==> src/rtl/serial_subtractor.sv <==
// Bit-serial unsigned subtractor: computes a - b - bin one bit per clock, LSB first,
// through a single full_subtractor cell, with a start/busy/done handshake.

module full_subtractor (
    input  logic a,
    input  logic b,
    input  logic bin,
    output logic diff,
    output logic bout
);
    assign diff = a ^ b ^ bin;
    assign bout = (~a & b) | (~(a ^ b) & bin);
endmodule

module serial_subtractor #(
    parameter int WIDTH = 8
) (
    input  logic             clk,
    input  logic             rst_n,
    input  logic             start,
    input  logic [WIDTH-1:0] a,
    input  logic [WIDTH-1:0] b,
    input  logic             bin,
    output logic             busy,
    output logic             done,
    output logic [WIDTH-1:0] diff,
    output logic             borrow
);
    localparam int CW = (WIDTH > 1) ? $clog2(WIDTH) : 1;

    typedef enum logic {
        IDLE = 1'b0,
        RUN  = 1'b1
    } state_t;

    state_t           state_q, state_d;
    logic [WIDTH-1:0] a_sr_q, a_sr_d;
    logic [WIDTH-1:0] b_sr_q, b_sr_d;
    logic [WIDTH-1:0] res_q, res_d;
    logic             brw_q, brw_d;
    logic [CW-1:0]    count_q, count_d;
    logic             busy_q, busy_d;
    logic             done_q, done_d;
    logic [WIDTH-1:0] diff_q, diff_d;
    logic             borrow_q, borrow_d;

    logic             cell_diff;
    logic             cell_bout;
    logic [WIDTH-1:0] res_next;

    full_subtractor u_cell (
        .a    (a_sr_q[0]),
        .b    (b_sr_q[0]),
        .bin  (brw_q),
        .diff (cell_diff),
        .bout (cell_bout)
    );

    // Result fills from the MSB end so after WIDTH shifts bit 0 sits at the LSB.
    assign res_next = {cell_diff, res_q[WIDTH-1:1]};

    always_comb begin
        state_d  = state_q;
        a_sr_d   = a_sr_q;
        b_sr_d   = b_sr_q;
        res_d    = res_q;
        brw_d    = brw_q;
        count_d  = count_q;
        diff_d   = diff_q;
        borrow_d = borrow_q;
        done_d   = 1'b0;

        case (state_q)
            IDLE: begin
                if (start) begin
                    a_sr_d  = a;
                    b_sr_d  = b;
                    brw_d   = bin;
                    count_d = '0;
                    state_d = RUN;
                end
            end
            RUN: begin
                res_d   = res_next;
                a_sr_d  = a_sr_q >> 1;
                b_sr_d  = b_sr_q >> 1;
                brw_d   = cell_bout;
                count_d = count_q + CW'(1);
                if (count_q == CW'(WIDTH - 1)) begin
                    diff_d   = res_next;
                    borrow_d = cell_bout;
                    done_d   = 1'b1;
                    state_d  = IDLE;
                end
            end
            default: state_d = IDLE;
        endcase

        busy_d = (state_d == RUN);
    end

    always_ff @(posedge clk or negedge rst_n) begin
        if (!rst_n) begin
            state_q  <= IDLE;
            a_sr_q   <= '0;
            b_sr_q   <= '0;
            res_q    <= '0;
            brw_q    <= 1'b0;
            count_q  <= '0;
            busy_q   <= 1'b0;
            done_q   <= 1'b0;
            diff_q   <= '0;
            borrow_q <= 1'b0;
        end else begin
            state_q  <= state_d;
            a_sr_q   <= a_sr_d;
            b_sr_q   <= b_sr_d;
            res_q    <= res_d;
            brw_q    <= brw_d;
            count_q  <= count_d;
            busy_q   <= busy_d;
            done_q   <= done_d;
            diff_q   <= diff_d;
            borrow_q <= borrow_d;
        end
    end

    assign busy   = busy_q;
    assign done   = done_q;
    assign diff   = diff_q;
    assign borrow = borrow_q;
endmodule

==> config.mk <==
export PLATFORM = sky130hd
export DESIGN_NAME = serial_subtractor
export DESIGN_NICKNAME = d
export VERILOG_FILES = /design/src/rtl/serial_subtractor.sv
export SDC_FILE = /design/constraint.sdc
export NUM_CORES = 1
export LEC_CHECK = 0
export CORE_MARGIN = 5
export CORE_UTILIZATION = 55
export DETAILED_ROUTE_END_ITERATION = 7
export PLACE_DENSITY = 0.85
export SETUP_SLACK_MARGIN = 0.3
export SLEW_MARGIN = 20
export SYNTH_ARGS = -nofsm -noshare
export SYNTH_HDL_FRONTEND = slang
export SYNTH_SLANG_ARGS = --single-unit
==> constraint.sdc <==
create_clock -name clk -period 3.85 [get_ports clk]
set_input_delay 0.9625 -clock clk [delete_from_list [all_inputs] [get_ports clk]]
set_output_delay 0.9625 -clock clk [all_outputs]
set_load 0.02 [all_outputs]
==> flow_summary.yaml, run 1 <==
cts:
  hold_buffers: 0
  cts.path.max_buffers: 2
  cts_post_setup_buffers_inserted: 0
  path_clk_slew_ns: 0.11
  tritoncts: "yes"
  total_of_cells_resized_after_clock_tree_synthesis: 0
  h_tree_level_count: 2
  cts.root.buffer_cell: "sky130_fd_sc_hd__clkbuf_4"
  clkSinkCount: 38
  clk_latency_ns: 0.34
  cts_buffers: 5
logic_synthesis:
  ys_seq_elements: 38
  number_of_distinct_library_cells_after_synthesis: 19
  synth-seq-area-share_pct: 56.80
  synth_top_cell_area_share_pct: 56.80
  synth_cells: 123
  synthesis.nets: 146
  number_of_warnings_reported_in_the_yosys_synthesis_log: 0
  syn_avg_cell_area_sq_um: 13.61
  synthTopCellsByArea: "sky130_fd_sc_hd__dfrtp_1 57%, sky130_fd_sc_hd__mux2i_1 12%, sky130_fd_sc_hd__mux2_4 12%"
  synth_largest_area_cell: "sky130_fd_sc_hd__dfrtp_1"
  synth_area_sq_um: 1674
floorplan:
  num_rows: 20
  die-area_sq_um: 4247
  initial_core_util_pct: 56.22
  ios: 31
  core_region_area_sq_um: 2978
  die_h_um: 65.17
  floorplan.die.width_um: 65.17
outcome:
  run_status: "finished, final reports clean"
detailed_routing:
  final_antenna_net_count: 0
  remaining_drc_errors: 0
  number_of_vias_after_detailed_routing: 1006
  routedWlPerCell_um: 14.90
  drtIter0Drc: 29
  drt-vias-per-instance: 5.351
  totalWireLength_um: 2801
  drtPass1Iterations: 4
critical_path:
  critical_path_peak_fanout: 19
  timing.critical_path.to_type: "flip-flop"
  worst_setup_path_start_kind: "input pin"
  worst_ep_required_ns: 4.07
  criticalPathCategory: "in2reg"
  cp.arrival_ns: 2.52
global_route:
  grt_max_degree: 45
  number_of_antenna_violations_at_the_first_check_in_global_routing: 0
  grt_remaining_overflow: 0
  grt_first_pass_wirelength_um: 4947
  grt_usage_pct: 15.59
  number_of_global_route_vias_before_repair: 1164
sta:
  worst_slack_ns: 1.549
  clock_period_minus_final_worst_setup_slack_ns: 2.301
  slew_headroom_pct: 33.59
  unrepaired_setup_endpoints_after_global_routing: "false"
  fmax_ghz: 0.4345
  finalHoldViolations: 0
  timing.final.setup_violations: 0
  timing_worst_slew_pin_value_ns: 0.9931
  finalCritPeriodShare_pct: 59.78
  drv_slew: 0
  setup-tns-final_ns: 0
  worst_clock_skew_ns: 0.007770
finish:
  fin_area_sq_um: 2028
  num_antenna_cells: 0
  layout.cells.most_common_list: "38 x sky130_fd_sc_hd__dfrtp_1, 29 x sky130_fd_sc_hd__clkdlybuf4s50_1, 20 x sky130_fd_sc_hd__mux2i_1, 14 x sky130_fd_sc_hd__nand2_1, 13 x sky130_fd_sc_hd__mux2_4"
  count_of_fill_cells_added_during_filler_insertion: 230
  layout_commonest_cell: "sky130_fd_sc_hd__dfrtp_1"
  final_core_utilization_pct: 68.11
  drive_above_1_share_pct: 17.42
  final-instance-count-excl-fill: 188
  final_nets: 177
  syn_to_final_growth_pct: 21.15
placed_design:
  finalWeightedCongestion: 0.7438
  placement.setup.worst_slack_ns: 1.181
  place.detailed.instances: 180
  io_buffers: 30
  place_hpwl_um: 1949
  placed_instance_area_sq_um: 1949
worst_hold_path:
  worst_hold_path_type: "reg2reg"
job:
  maxCapViolations: 0
pwr:
  static-leakage-power_nw: 0.9956
  peakVddDrop_v: 0.0003235
  cellPowerDensity_nw_per_um2: 789.7
critical path, stage by stage:
cell and delay (ns):
sky130_fd_sc_hd__clkdlybuf4s50_1 1.12, sky130_fd_sc_hd__mux2i_1 0.31, sky130_fd_sc_hd__o21ai_0 0.11
cells by family after synthesis:
logic type,Yosys count,synth area share (%)
buffers and inverters,11,5.007
muxes,35,24.96
DFF,38,56.80
AOI/OAI and AO/OA,17,5.530
adders and majority gates,3,2.690
and+or+nand+nor,19,5.007
cell type report:
cell class	count	area [sq um]	share of cell area (%)
multi-input cells	74	639.4	31.52
repair buffers	31	302.8	14.93
clock buffers	8	78.83	3.886
well taps	33	41.29	2.036
inverters	4	15.01	0.7403
flip-flops and latches	38	950.9	46.88
Yosys cell counts:
cell type	n
sky130_fd_sc_hd__a21oi_1	1
sky130_fd_sc_hd__a22o_1	2
sky130_fd_sc_hd__buf_12	1
sky130_fd_sc_hd__buf_2	2
sky130_fd_sc_hd__buf_6	3
sky130_fd_sc_hd__clkbuf_2	1
sky130_fd_sc_hd__dfrtp_1	38
sky130_fd_sc_hd__fa_1	1
sky130_fd_sc_hd__ha_1	2
sky130_fd_sc_hd__inv_1	4
sky130_fd_sc_hd__mux2_2	2
sky130_fd_sc_hd__mux2_4	13
sky130_fd_sc_hd__mux2i_1	20
sky130_fd_sc_hd__nand2_1	14
sky130_fd_sc_hd__nand2_4	1
sky130_fd_sc_hd__nand2b_2	1
sky130_fd_sc_hd__nor2_1	3
sky130_fd_sc_hd__o21ai_0	7
sky130_fd_sc_hd__o21ai_1	7
metal layers:
layer	part of all wire (%)	global-route usage, %
met1	43	16.93
met2	49	26.55
met3	5.1	4.615
met4	3.4	9.585
met5	0	0
sequential cells by signal, summed over array words and instances (netlist names):
signal and flops:
busy 1, done 1, b_sr_q 8, a_sr_q 8, brw_q 1, res_q 7
count_q 3, borrow 1, diff 8
where the power goes:
group | internal, mW | switching (mW) | total (mW)
sequential | 0.576 | 0.108 | 0.684
combinational | 0.377 | 0.290 | 0.667
clock | 0.125 | 0.126 | 0.251
total | 1.08 | 0.524 | 1.60
through the flow:
stage	total power [mW]	hold WS (ns)
after CTS	1.624	0.5066
after global routing	1.720	0.5400
after detailed placement	1.371	0.4810
after global placement	1.325	0.4642
after floorplan	1.165	0.4523
final	1.602	0.5016
path summary, 6_finish.rpt:
path	from	end	slack, ns	depth (start not counted)
worst max-delay path	start	b_sr_q[2]	1.55	3
worst min-delay path	b_sr_q[4]	b_sr_q[3]	0.50	2
worst max register to register	count_q[0]	diff[4]	2.39	4
worst min register to register	b_sr_q[4]	b_sr_q[3]	0.50	2
max in group asynchronous	rst_n	a_sr_q[7]	2.63	1
min in group asynchronous	rst_n	done	0.70	1
Note: power is estimated with default switching activity, not from simulation.
==> run 2, diff against run 1 <==
Settings changed: CORE_UTILIZATION 55 to 51, PLACE_DENSITY 0.85 to 0.8.
Clock period 3.85 ns to 2.35 ns, I/O delays scaled along.
==> run 2 against run 1 <==
  * Non-clock buffer count rose by 1
  * Clock skew up 0.0046 ns
  * First-iteration DRC count is 21% higher
==> flow_summary.yaml, run 2 (same netlist as run 1, synthesis figures left out) <==
placed_design:
  finalWeightedCongestion: 0.7283
  io_buffers: 30
detailed_routing:
  routedWlPerCell_um: 13.77
  drtIter0Drc: 35
  final_antenna_net_count: 0
  totalWireLength_um: 2740
  remaining_drc_errors: 0
  number_of_vias_after_detailed_routing: 1004
  drtPass1Iterations: 3
  drt-vias-per-instance: 5.045
floorplan:
  initial_core_util_pct: 53.95
  core_region_area_sq_um: 3103
  ios: 31
  die_h_um: 67.30
  num_rows: 20
  die-area_sq_um: 4529
  floorplan.die.width_um: 67.30
critical_path:
  worst-r2r-cell-count: 4
  timing.critical_path.to_type: "output pin"
  worst_setup_path_start_kind: "flip-flop"
  worst_ep_required_ns: 1.76
  cp_cell_sequence: "clkdlybuf4s50_1"
  criticalPathCategory: "reg2out"
  critical-path-top-delay-family: "buffers and inverters"
  reg2reg_to: "diff[0]"
  critical_path_peak_fanout: 2
  worst_r2r_startpoint: "count_q[0]"
  cp.arrival_ns: 1.32
  timing.reg2reg.setup_slack_ns: 0.89
  standard_cell_with_the_maximum_stage_delay_on_the_critical_path: "sky130_fd_sc_hd__clkdlybuf4s50_1"
  timing.critical_path.buf_inv: 1
  worst_path_largest_cell_delay_ns: 0.61
sta:
  finalCritPeriodShare_pct: 81.08
  drv_slew: 0
  fmax_ghz: 0.5248
  timing_worst_slew_pin_value_ns: 0.8057
  unrepaired_setup_endpoints_after_global_routing: "false"
  finalHoldViolations: 0
  clock_period_minus_final_worst_setup_slack_ns: 1.905
  worst_clock_skew_ns: 0.01236
  timing.final.setup_violations: 0
  slew_headroom_pct: 46.28
  setup-tns-final_ns: 0
cts:
  cts_post_setup_buffers_inserted: 0
  cts_buffers: 5
  path_clk_slew_ns: 0.11
  clk_latency_ns: 0.34
  hold_buffers: 0
  clkSinkCount: 38
  cts.path.max_buffers: 2
  cts.root.buffer_cell: "sky130_fd_sc_hd__clkbuf_4"
  h_tree_level_count: 2
  total_of_cells_resized_after_clock_tree_synthesis: 0
  tritoncts: "yes"
global_route:
  grt_remaining_overflow: 0
  number_of_global_route_vias_before_repair: 1072
  grt_first_pass_wirelength_um: 4761
  grt_max_degree: 45
  grt_usage_pct: 14.60
  number_of_antenna_violations_at_the_first_check_in_global_routing: 0
finish:
  layout_commonest_cell: "sky130_fd_sc_hd__dfrtp_1"
  syn_to_final_growth_pct: 20.55
  num_antenna_cells: 0
  final_nets: 178
  layout.cells.most_common_list: "38 x sky130_fd_sc_hd__dfrtp_1, 29 x sky130_fd_sc_hd__clkdlybuf4s50_1, 20 x sky130_fd_sc_hd__mux2i_1, 14 x sky130_fd_sc_hd__nand2_1, 13 x sky130_fd_sc_hd__mux2_4"
  drive_above_1_share_pct: 17.42
job:
  maxCapViolations: 0
pwr:
  cellPowerDensity_nw_per_um2: 1247
  static-leakage-power_nw: 0.9866
  peakVddDrop_v: 0.0005412
  fin_total_pwr_mw: 2.517
worst_hold_path:
  worst_hold_path_type: "in2async"
outcome:
  run_status: "finished, final reports clean"
run 2: layout make-up:
type | count | area, sq um
fillers | 264 | 1085
flip-flops and latches | 38 | 950.9
multi-input cells | 74 | 639.4
repair buffers | 32 | 310.3
well taps | 44 | 55.05
clock buffers | 5 | 37.54
inverters | 4 | 15.01
clock inverters | 2 | 10.01
run 2: where the power goes:
part	internal [mW]	leakage, nW	switching, mW
combinational	0.614	0.481	0.471
clock	0.108	0.0308	0.207
sequential	0.943	0.475	0.173
total	1.67	0.987	0.852
run 2: through the flow:
stage	util (%)	std cells	setup WS, ns	area [sq um]	hold slack, ns
floorplan	-	123	0.9682	1674	0.2919
global placement	63.51	192	0.5803	1971	0.4597
detailed placement	63.51	192	0.5387	1971	0.4732
CTS	65.04	199	0.4187	2018	0.3404
global route	65.04	199	0.3564	2018	0.3631
finish	65.04	199	0.4447	2018	0.3172
run 2: worst max-delay path by stage:
stage | startpoint | end | cells after the start
after floorplan | count_q[0] | diff[0] | 4
after global placement | start | b_sr_q[4] | 4
after detailed placement | start | b_sr_q[5] | 4
after CTS | diff[4] | diff[4] | 1
after global routing | diff[7] | diff[7] | 1
final | diff[2] | diff[2] | 1
run 2: metal layers:
metal	track usage (%)	vias to the layer above	part of all wire, %
met5	0	-	0
met2	24.29	26	50
met4	6.582	0	2.0
met3	5.824	8	6.1
li1	-	483	-
met1	16.45	487	42
==> run 3, diff against run 2 <==
Settings changed: CORE_UTILIZATION 51 to 46, PLACE_DENSITY 0.8 to 0.76.
Clock period 2.35 ns to 1.7 ns, I/O delays scaled along.
==> run 3 against run 2 <==
  * Via count grew 3.5%
  * Sequential power grew 39%
  * First-iteration DRC count shrank 49%
  * Worst hold slack lost 0.27 ns
  * Final area grew 4.0%
  * Wire length grew 3.8%
  * Register-to-register slack lost 0.56 ns
  * Clock skew shrank 0.0042 ns
  * Non-clock buffer count grew 4
  * Total power grew 46%
  * Combinational power grew 37%
  * Utilization shrank 6.9 points
==> flow_summary.yaml, run 3 (same netlist as run 1, synthesis figures left out) <==
outcome:
  run_status: "finished, final reports clean"
global_route:
  grt_usage_pct: 13.01
  grt_first_pass_wirelength_um: 5119
  number_of_antenna_violations_at_the_first_check_in_global_routing: 0
  grt_max_degree: 46
  grt_remaining_overflow: 0
  number_of_global_route_vias_before_repair: 1165
finish:
  layout.cells.most_common_list: "38 x sky130_fd_sc_hd__dfrtp_1, 20 x sky130_fd_sc_hd__mux2i_1, 18 x sky130_fd_sc_hd__clkdlybuf4s50_1, 14 x sky130_fd_sc_hd__nand2_1, 13 x sky130_fd_sc_hd__mux2_4"
  layout.area.seq_sq_um: 950.9
  layout_commonest_cell: "sky130_fd_sc_hd__dfrtp_1"
  num_antenna_cells: 0
  syn_to_final_growth_pct: 25.34
  final-instance-count-excl-fill: 209
  count_of_fill_cells_added_during_filler_insertion: 329
  multi_input_comb_area_sq_um: 663.1
  final_nets: 183
  drive_above_1_share_pct: 26.09
detailed_routing:
  final_antenna_net_count: 0
  routedWlPerCell_um: 13.60
  totalWireLength_um: 2843
  number_of_vias_after_detailed_routing: 1039
  drtPass1Iterations: 4
  remaining_drc_errors: 0
  drtIter0Drc: 18
  drt-vias-per-instance: 4.971
sta:
  timing.final.setup_violations: 0
  unrepaired_setup_endpoints_after_global_routing: "true"
  fmax_ghz: 0.7189
  drv_slew: 0
  finalHoldViolations: 0
  slew_headroom_pct: 74.48
  finalCritPeriodShare_pct: 81.82
  whs_ns: 0.04682
  setup-tns-final_ns: 0
  clock_period_minus_final_worst_setup_slack_ns: 1.391
  worst_clock_skew_ns: 0.008174
  timing_worst_slew_pin_value_ns: 0.3829
placed_design:
  finalWeightedCongestion: 0.6914
  place_hpwl_um: 2093
  place.detailed.instances: 198
  io_buffers: 30
pwr:
  pwr-share-clk_pct: 16.8
  peakVddDrop_v: 0.0006668
  net-switching-power_mw: 1.232
  fin_total_pwr_mw: 3.669
  internal-power_mw: 2.437
  static-leakage-power_nw: 1.036
  share_seq_of_total_power_pct: 42.6
  power_switching_share_pct: 33.57
  cellPowerDensity_nw_per_um2: 1749
  combPwrFrac_pct: 40.5
critical_path:
  cp_cell_sequence: "clkdlybuf4s15_1"
  criticalPathCategory: "reg2out"
  critical-path-top-delay-family: "flip-flops"
  worst-r2r-cell-count: 4
  standard_cell_with_the_maximum_stage_delay_on_the_critical_path: "sky130_fd_sc_hd__dfrtp_1"
  critical_path_peak_fanout: 2
  timing.critical_path.to_type: "output pin"
  critical_path_cell_count: 1
  worst_path_largest_cell_delay_ns: 0.39
  timing.critical_path.buf_inv: 1
  worst_ep_required_ns: 1.27
  cp.arrival_ns: 0.97
  worst_setup_path_start_kind: "flip-flop"
cts:
  cts_buffers: 5
  clk_latency_ns: 0.29
  path_clk_slew_ns: 0.07
  h_tree_level_count: 2
  clkSinkCount: 38
  tritoncts: "yes"
  cts.path.max_buffers: 2
  cts.root.buffer_cell: "sky130_fd_sc_hd__clkbuf_8"
floorplan:
  initial_core_util_pct: 46.43
  num_rows: 22
  ios: 31
  core_region_area_sq_um: 3606
  die_h_um: 70.33
  die-area_sq_um: 4946
  floorplan.die.width_um: 70.33
worst_hold_path:
  worst_hold_path_type: "in2async"
job:
  maxCapViolations: 0
## run 3: area by class of cell
| class | instances | share of cell area (%) |
|---|---|---|
| Sequential cell | 38 | 45.32 |
| Multi-Input combinational cell | 75 | 31.60 |
| Timing Repair Buffer | 36 | 15.15 |
| Clock buffer | 7 | 4.114 |
| Tap cell | 48 | 2.862 |
| Inverter | 4 | 0.7156 |
| Clock inverter | 1 | 0.2385 |
## run 3: power by group through the flow
stage / clock (mW) / sequential, mW / combinational, mW
final: 0.618 / 1.56 / 1.49
after global routing: 0.681 / 1.61 / 1.65
after CTS: 0.642 / 1.56 / 1.51
after detailed placement: 0 / 1.58 / 1.54
after global placement: 0 / 1.55 / 1.48
after floorplan: 0 / 1.66 / 0.974
## run 3: path summary, 6_finish.rpt
kind / slack [ns] / end / from
worst max-delay path: 0.31 / diff[4] / diff[4]
worst min-delay path: 0.05 / busy / rst_n
worst max register to register: 0.33 / diff[1] / count_q[0]
worst min register to register: 0.49 / a_sr_q[0] / a_sr_q[1]
max in group asynchronous: 1.14 / a_sr_q[0] / rst_n
min in group clk: 0.49 / a_sr_q[0] / a_sr_q[1]
## run 3: repair_timing
item | 4_1_cts | 5_1_grt
cloned | 1 | 0
hold endpoints to repair | 0 | 0
setup buffers | 1 | 1
hold buffers | 0 | 0
setup endpoints to repair | 19 | 17
resized for setup | 25 | 11
## run 3: per-stage QoR
stage	instance area, sq um	worst slack (ns)	util, %
2_1_floorplan	1674	0.3182	-
3_3_place_gp	2003	0.1758	55.55
3_5_place_dp	2003	0.1107	55.55
4_1_cts	2116	0.2545	58.67
5_1_grt	2098	0.2717	58.19
6_report	2098	0.3090	58.19
## run 3: worst register-to-register path, cell delays in order, from the launching register on
cell                      delay (ns)
sky130_fd_sc_hd__dfrtp_1        0.40
sky130_fd_sc_hd__ha_1           0.23
sky130_fd_sc_hd__ha_4           0.19
sky130_fd_sc_hd__nand2_4        0.12
sky130_fd_sc_hd__mux2_4         0.31
## run 3: metal layers
metal,routed length (um),vias up,part of all wire [%],global-route usage [%]
met3,168,6,5.9,4.029
met5,0,-,0,0
met2,1387,28,49,21.93
li1,-,492,-,-
met1,1233,513,43,15.07
met4,53,0,1.9,5.745
